File: src/rtl/pipe_issue_ctrl_pkg.sv
// Shared types, default sizes and function-code decode helpers for the in-order issue controller.
package pipe_ctrl_pkg;

  localparam int DEF_REG_AW = 4;
  localparam int DEF_FUNC_W = 4;
  localparam int DEF_ADDR_W = 8;
  localparam int DEF_WB_LAT = 3;
  localparam int DEF_CNT_W  = 16;

  typedef enum logic [DEF_FUNC_W-1:0] {
    FN_ADD   = 4'd0,
    FN_SUB   = 4'd1,
    FN_MUL   = 4'd2,
    FN_PASSA = 4'd3,
    FN_PASSB = 4'd4,
    FN_AND   = 4'd5,
    FN_OR    = 4'd6,
    FN_XOR   = 4'd7,
    FN_NEGA  = 4'd8,
    FN_NEGB  = 4'd9,
    FN_SHR1  = 4'd10,
    FN_SHL2  = 4'd11
  } func_e;

  typedef enum logic [0:0] {
    RUN   = 1'b0,
    DRAIN = 1'b1
  } ctrl_state_e;

  function automatic logic func_legal(input logic [DEF_FUNC_W-1:0] f);
    return (f <= FN_SHL2);
  endfunction

  // Illegal codes read no operands, so they can never be held back by a hazard.
  function automatic logic uses_rs1(input logic [DEF_FUNC_W-1:0] f);
    case (func_e'(f))
      FN_ADD, FN_SUB, FN_MUL, FN_PASSA, FN_AND, FN_OR, FN_XOR,
      FN_NEGA, FN_SHR1, FN_SHL2: return 1'b1;
      default:                   return 1'b0;
    endcase
  endfunction

  function automatic logic uses_rs2(input logic [DEF_FUNC_W-1:0] f);
    case (func_e'(f))
      FN_ADD, FN_SUB, FN_MUL, FN_PASSB, FN_AND, FN_OR, FN_XOR,
      FN_NEGB: return 1'b1;
      default: return 1'b0;
    endcase
  endfunction

endpackage

File: src/rtl/pipe_issue_ctrl_scoreboard.sv
// In-flight destination tracker: a WB_LAT-deep {valid,rd} shift register with
// a read-after-write compare against the sources the incoming op actually uses.
module pipe_scoreboard
  import pipe_ctrl_pkg::*;
#(
  parameter int REG_AW = DEF_REG_AW,
  parameter int WB_LAT = DEF_WB_LAT
) (
  input  logic              i_clk,
  input  logic              i_rst,
  input  logic              i_alloc,
  input  logic [REG_AW-1:0] i_alloc_rd,
  input  logic [REG_AW-1:0] i_rs1,
  input  logic [REG_AW-1:0] i_rs2,
  input  logic              i_use_rs1,
  input  logic              i_use_rs2,
  output logic              o_hazard,
  output logic              o_any_valid
);

  logic [WB_LAT-1:0] r_vld;
  logic [REG_AW-1:0] r_rd [WB_LAT];
  logic              w_hazard;

  // Slot 0 mirrors the issue register; every slot advances one step per cycle.
  always_ff @(posedge i_clk) begin
    if (i_rst) begin
      r_vld <= '0;
      for (int i = 0; i < WB_LAT; i++) begin
        r_rd[i] <= '0;
      end
    end else begin
      r_vld[0] <= i_alloc;
      r_rd[0]  <= i_alloc_rd;
      for (int i = 1; i < WB_LAT; i++) begin
        r_vld[i] <= r_vld[i-1];
        r_rd[i]  <= r_rd[i-1];
      end
    end
  end

  // Hazard when any live slot targets a source register the op will read.
  always_comb begin
    w_hazard = 1'b0;
    for (int i = 0; i < WB_LAT; i++) begin
      w_hazard = w_hazard | (r_vld[i] & ((i_use_rs1 & (r_rd[i] == i_rs1)) |
                                         (i_use_rs2 & (r_rd[i] == i_rs2))));
    end
  end

  assign o_hazard    = w_hazard;
  assign o_any_valid = |r_vld;

endmodule

File: src/rtl/pipe_issue_ctrl.sv
// In-order issue controller: RUN/DRAIN FSM, issue register, illegal-op drop and
// saturating issue/stall counters around the hazard scoreboard.
module pipe_issue_ctrl
  import pipe_ctrl_pkg::*;
#(
  parameter int REG_AW = DEF_REG_AW,
  parameter int FUNC_W = DEF_FUNC_W,
  parameter int ADDR_W = DEF_ADDR_W,
  parameter int WB_LAT = DEF_WB_LAT,
  parameter int CNT_W  = DEF_CNT_W
) (
  input  logic              i_clk,
  input  logic              i_rst,
  input  logic              i_in_valid,
  output logic              o_in_ready,
  input  logic [REG_AW-1:0] i_in_rs1,
  input  logic [REG_AW-1:0] i_in_rs2,
  input  logic [REG_AW-1:0] i_in_rd,
  input  logic [FUNC_W-1:0] i_in_func,
  input  logic [ADDR_W-1:0] i_in_addr,
  input  logic              i_drain_req,
  output logic              o_iss_valid,
  output logic [REG_AW-1:0] o_iss_rs1,
  output logic [REG_AW-1:0] o_iss_rs2,
  output logic [REG_AW-1:0] o_iss_rd,
  output logic [FUNC_W-1:0] o_iss_func,
  output logic [ADDR_W-1:0] o_iss_addr,
  output logic              o_busy,
  output logic              o_drained,
  output logic              o_illegal,
  output logic [CNT_W-1:0]  o_issue_cnt,
  output logic [CNT_W-1:0]  o_stall_cnt
);

  localparam logic [CNT_W-1:0] CNT_ONE = {{(CNT_W-1){1'b0}}, 1'b1};

  ctrl_state_e       r_state;
  logic              r_drained;
  logic              r_illegal;
  logic              r_iss_valid;
  logic [REG_AW-1:0] r_iss_rs1;
  logic [REG_AW-1:0] r_iss_rs2;
  logic [REG_AW-1:0] r_iss_rd;
  logic [FUNC_W-1:0] r_iss_func;
  logic [ADDR_W-1:0] r_iss_addr;
  logic [CNT_W-1:0]  r_issue_cnt;
  logic [CNT_W-1:0]  r_stall_cnt;

  logic w_run, w_legal, w_use_rs1, w_use_rs2, w_hazard, w_any_valid;
  logic w_hs, w_issue, w_drop;

  assign w_run      = (r_state == RUN);
  assign w_legal    = func_legal(i_in_func);
  assign w_use_rs1  = uses_rs1(i_in_func);
  assign w_use_rs2  = uses_rs2(i_in_func);
  assign o_in_ready = w_run & ~w_hazard;
  assign w_hs       = i_in_valid & o_in_ready;
  assign w_issue    = w_hs & w_legal;
  assign w_drop     = w_hs & ~w_legal;

  pipe_scoreboard #(
    .REG_AW (REG_AW),
    .WB_LAT (WB_LAT)
  ) u_scoreboard (
    .i_clk       (i_clk),
    .i_rst       (i_rst),
    .i_alloc     (w_issue),
    .i_alloc_rd  (i_in_rd),
    .i_rs1       (i_in_rs1),
    .i_rs2       (i_in_rs2),
    .i_use_rs1   (w_use_rs1),
    .i_use_rs2   (w_use_rs2),
    .o_hazard    (w_hazard),
    .o_any_valid (w_any_valid)
  );

  // Run/drain control; drained pulses in the first RUN cycle after an empty DRAIN.
  always_ff @(posedge i_clk) begin
    if (i_rst) begin
      r_state   <= RUN;
      r_drained <= 1'b0;
    end else begin
      case (r_state)
        RUN: begin
          r_drained <= 1'b0;
          if (i_drain_req) begin
            r_state <= DRAIN;
          end else begin
            r_state <= RUN;
          end
        end
        DRAIN: begin
          if (!w_any_valid) begin
            r_state   <= RUN;
            r_drained <= 1'b1;
          end else begin
            r_state   <= DRAIN;
            r_drained <= 1'b0;
          end
        end
        default: begin
          r_state   <= RUN;
          r_drained <= 1'b0;
        end
      endcase
    end
  end

  // Issue register, illegal-drop pulse and saturating performance counters.
  always_ff @(posedge i_clk) begin
    if (i_rst) begin
      r_iss_valid <= 1'b0;
      r_illegal   <= 1'b0;
      r_iss_rs1   <= '0;
      r_iss_rs2   <= '0;
      r_iss_rd    <= '0;
      r_iss_func  <= '0;
      r_iss_addr  <= '0;
      r_issue_cnt <= '0;
      r_stall_cnt <= '0;
    end else begin
      r_iss_valid <= w_issue;
      r_illegal   <= w_drop;
      if (w_issue) begin
        r_iss_rs1  <= i_in_rs1;
        r_iss_rs2  <= i_in_rs2;
        r_iss_rd   <= i_in_rd;
        r_iss_func <= i_in_func;
        r_iss_addr <= i_in_addr;
      end
      if (w_issue && (r_issue_cnt != '1)) begin
        r_issue_cnt <= r_issue_cnt + CNT_ONE;
      end
      if (w_run && i_in_valid && w_hazard && (r_stall_cnt != '1)) begin
        r_stall_cnt <= r_stall_cnt + CNT_ONE;
      end
    end
  end

  assign o_busy      = w_any_valid | (r_state == DRAIN);
  assign o_drained   = r_drained;
  assign o_illegal   = r_illegal;
  assign o_iss_valid = r_iss_valid;
  assign o_iss_rs1   = r_iss_rs1;
  assign o_iss_rs2   = r_iss_rs2;
  assign o_iss_rd    = r_iss_rd;
  assign o_iss_func  = r_iss_func;
  assign o_iss_addr  = r_iss_addr;
  assign o_issue_cnt = r_issue_cnt;
  assign o_stall_cnt = r_stall_cnt;

endmodule

File: config.mk
export PLATFORM = sky130hd
export DESIGN_NAME = pipe_issue_ctrl
export DESIGN_NICKNAME = d
export VERILOG_FILES = /design/src/rtl/pipe_issue_ctrl_pkg.sv /design/src/rtl/pipe_issue_ctrl_scoreboard.sv /design/src/rtl/pipe_issue_ctrl.sv
export SDC_FILE = /design/constraint.sdc
export NUM_CORES = 1
export LEC_CHECK = 0
export ABC_CLOCK_PERIOD_IN_PS = 3990
export CELL_PAD_IN_SITES_DETAIL_PLACEMENT = 2
export CELL_PAD_IN_SITES_GLOBAL_PLACEMENT = 2
export CORE_MARGIN = 4
export CORE_UTILIZATION = 28
export CTS_CLUSTER_DIAMETER = 60
export DETAILED_ROUTE_END_ITERATION = 10
export PLACE_DENSITY_LB_ADDON = 0.25
export SKIP_CTS_REPAIR_TIMING = 1
export SLEW_MARGIN = 20
export SYNTH_ARGS = -nofsm -noshare
export SYNTH_HDL_FRONTEND = slang
export SYNTH_SLANG_ARGS = --single-unit
File: constraint.sdc
create_clock -name i_clk -period 3.99 [get_ports i_clk]
set_clock_uncertainty 0.2 [all_clocks]
set_input_delay 0.5985 -clock i_clk [delete_from_list [all_inputs] [get_ports i_clk]]
set_output_delay 0.5985 -clock i_clk [all_outputs]
set_load 0.005 [all_outputs]
==> out/qor.txt <==
Status -> finished, final reports clean
Static leakage -> 0.00155 uW
Synth top area cells -> dfxtp_1 (46%), xnor2_1 (9.0%), nand2_1 (7.3%), a21oi_1 (5.1%), nand4_1 (3.3%)
Crit path kind -> in2out
Worst Path Required -> 3190 ps
Crit-path leading delay family -> buffers and inverters
TritonCTS clock tree -> yes
Slowest CP cell -> clkdlybuf4s50_1
Worst setup EP type -> output pin
Share of cells above drive strength 1 -> 5.34%
Post-synth top area share -> 46.2%
Global Route Usage Sum -> 16.8%
Initial Util -> 29.1%
Antenna diode count -> 0
Setup Viol. Count Final -> 0
Worst ir drop on vdd -> 0.000224 V
Crit-path max FO -> 3
Initial DRC Count -> 98
Total power -> 1790 uW
Synth Register Bits -> 74
Fin crit share -> 94.3%
Cell Area, Synth -> 3210 um^2
# clock sinks -> 74
Final hold vios -> 0
Routed wire length -> 10.8 mm
Worst-Skew Late Latency -> 340 ps
Number of flops mapped to enable cells by yosys -> 0
Largest stage delay, worst path -> 610 ps
Placed standard-cell area -> 4220 um^2
Syn nets -> 409
Gr ovfl total -> 0
Largest area contributor in the netlist -> dfxtp_1
Detailed Routing Iterations Pass 1 -> 4
CP dominant cell by count -> clkdlybuf4s50_1
CTS Buf Count -> 9
Multi-input gate area -> 1630 um^2
CP bufs+invs -> 3
Port buffer count -> 88
Die area -> 13,200 um^2
Largest net degree at the start of global routing -> 43
Worst-margin pin slew -> 852 ps
Yosys warnings -> 0
H-tree level count -> 3
Final max-slew violation count -> 0
Ys async rst share -> 0%
Core area -> 11,000 um^2
Register Area -> 1480 um^2
Post-route ant nets -> 0
Slew HR -> 43.2%
Nets@finish -> 493
Synth Flop Type -> dfxtp_1
Sequential-to-total area share from yosys stat -> 46.2%
Fmax -> 266 MHz
Top Ports -> 89
Synth cell types -> 39
# DRC -> 0
Maximum clock path buffer count -> 2
Initial antenna violation count -> 0
Worst min path class -> reg2reg
Power density over the cells -> 396 nW/um^2
Syn Inst Count -> 379
Detailed Place HPWL -> 7.60 mm
Clk root buf -> clkbuf_16
Die height -> 115 um
P&R area growth vs syn -> 41.1%
Post-route cell area -> 4530 um^2
Vias per cell -> 5.03
# fillers -> 1,224
Final hold slack -> 256 ps
Vias in the first global route -> 3,343
Crit start category -> input port
Max-capacitance violation count -> 0
Fin crit period -> 3760 ps
CTS clk-pin slew, worst paths -> 60 ps
Synth Area per Inst -> 8.46 um^2
Unrepaired setup endpoints after global routing -> false
Worst Path Arrival -> 2970 ps
GP Congestion -> 0.746
TNS Setup -> 0 ps
Row count -> 38
Routed wire length per instance -> 17.7 um
First-pass GRT wire length -> 17.5 mm
Via Count -> 3,061
CP Cell Sequence -> clkdlybuf4s50_1 -> mux2i_1 -> o21ai_1 -> o22ai_1 -> a222oi_1 -> buf_4 -> nor2b_1 -> clkdlybuf4s50_1
Die Wd -> 115 um
synth_stat cells (all sizes together) (8+ instances only):
cell type,count
or3,8
nand3,14
xnor2,33
nor2b,17
nand4,17
nand2,62
xor2,9
dfxtp,74
a21oi,33
o21ai,10
nor2,27
clkbuf,15
and3,11
path summary, 6_finish.rpt:
kind | startpoint | end | slack [ps] | cells after the start
worst max-delay path | i_in_func[0] | o_in_ready | 230 | 8
worst min-delay path | o_iss_rd[2]$_SDFFE_PP0P_ | o_iss_rd[2]$_SDFFE_PP0P_ | 260 | 2
worst max register to register | u_scoreboard.r_rd[0][3]$_SDFF_PP0_ | o_stall_cnt[15]$_SDFFE_PP0P_ | 1300 | 9
worst min register to register | o_iss_rd[2]$_SDFFE_PP0P_ | o_iss_rd[2]$_SDFFE_PP0P_ | 260 | 2
sequential cells by signal, summed over array words and instances (netlist names):
| signal | count |
|---|---|
| o_iss_func | 4 |
| u_scoreboard.r_rd | 12 |
| o_iss_rd | 4 |
| u_scoreboard.r_vld | 3 |
| o_iss_addr | 8 |
| o_issue_cnt | 16 |
| o_iss_rs1 | 4 |
| r_state | 1 |
| o_drained | 1 |
| o_iss_rs2 | 4 |
| o_illegal | 1 |
| o_stall_cnt | 16 |
through the flow:
| stage | util (%) | worst slack (ps) | std cells |
|---|---|---|---|
| 2_1_floorplan | - | 1240 | 379 |
| 5_1_grt | 41.1 | 73.2 | 608 |
| 6_report | 41.1 | 226 | 608 |
| 3_5_place_dp | 38.3 | 198 | 591 |
| 4_1_cts | 41.0 | 145 | 607 |
| 3_3_place_gp | 38.3 | 345 | 591 |
power breakdown:
part           switching (uW)  internal [uW]  total [uW]
combinational            94.2           99.4         194
sequential               18.8            764         783
clock                     318            499         817
cells by family after synthesis:
kind of cell    count (synthesis)  synth area share, %
simple gates                  179                 27.8
flops                          74                 46.2
compound gates                 56                 9.83
xor+xnor                       42                 11.5
buf+inv                        23                 2.89
mux                             3                 1.09
fa+ha+maj                       2                0.780
layout make-up:
| type | count | share of cell area [%] |
|---|---|---|
| Clock buffer | 11 | 5.36 |
| Tap cell | 140 | 3.87 |
| Sequential cell | 74 | 32.7 |
| Inverter | 2 | 0.166 |
| Clock inverter | 5 | 1.19 |
| Timing Repair Buffer | 94 | 20.6 |
| Multi-Input combinational cell | 282 | 36.1 |
placed cells by master (no fill, tap or decap), drive strengths merged, types with 3 or more instances in the layout:
| cell | count |
|---|---|
| nand4 | 17 |
| nand3 | 14 |
| nand2 | 62 |
| clkbuf | 11 |
| or3 | 8 |
| and4 | 3 |
| xnor2 | 33 |
| clkdlybuf4s50 | 87 |
| o21ai | 10 |
| nor3 | 6 |
| clkinv | 4 |
| nor2 | 27 |
| nor4 | 5 |
| nor2b | 17 |
| nand2b | 3 |
| buf | 7 |
| a21oi | 33 |
| xor2 | 9 |
| and3 | 11 |
| o22ai | 3 |
| dfxtp | 74 |
routing by layer:
layer / GRT usage [%] / wire (um) / part of all wire, %
met3: 2.95 / 393 / 3.6
met2: 28.5 / 5300 / 49
met1: 21.2 / 4930 / 46
met5: 0 / 0 / 0
met4: 6.10 / 154 / 1.4
tightest hold or removal path, delay by kind of cell, from the launching register on:
family | cells | cell delay (ps)
AND/OR/NAND/NOR | 1 | 50
flip-flops | 1 | 310
AO/OA/AOI/OAI | 1 | 50
Power figures use the tool's default switching activity.
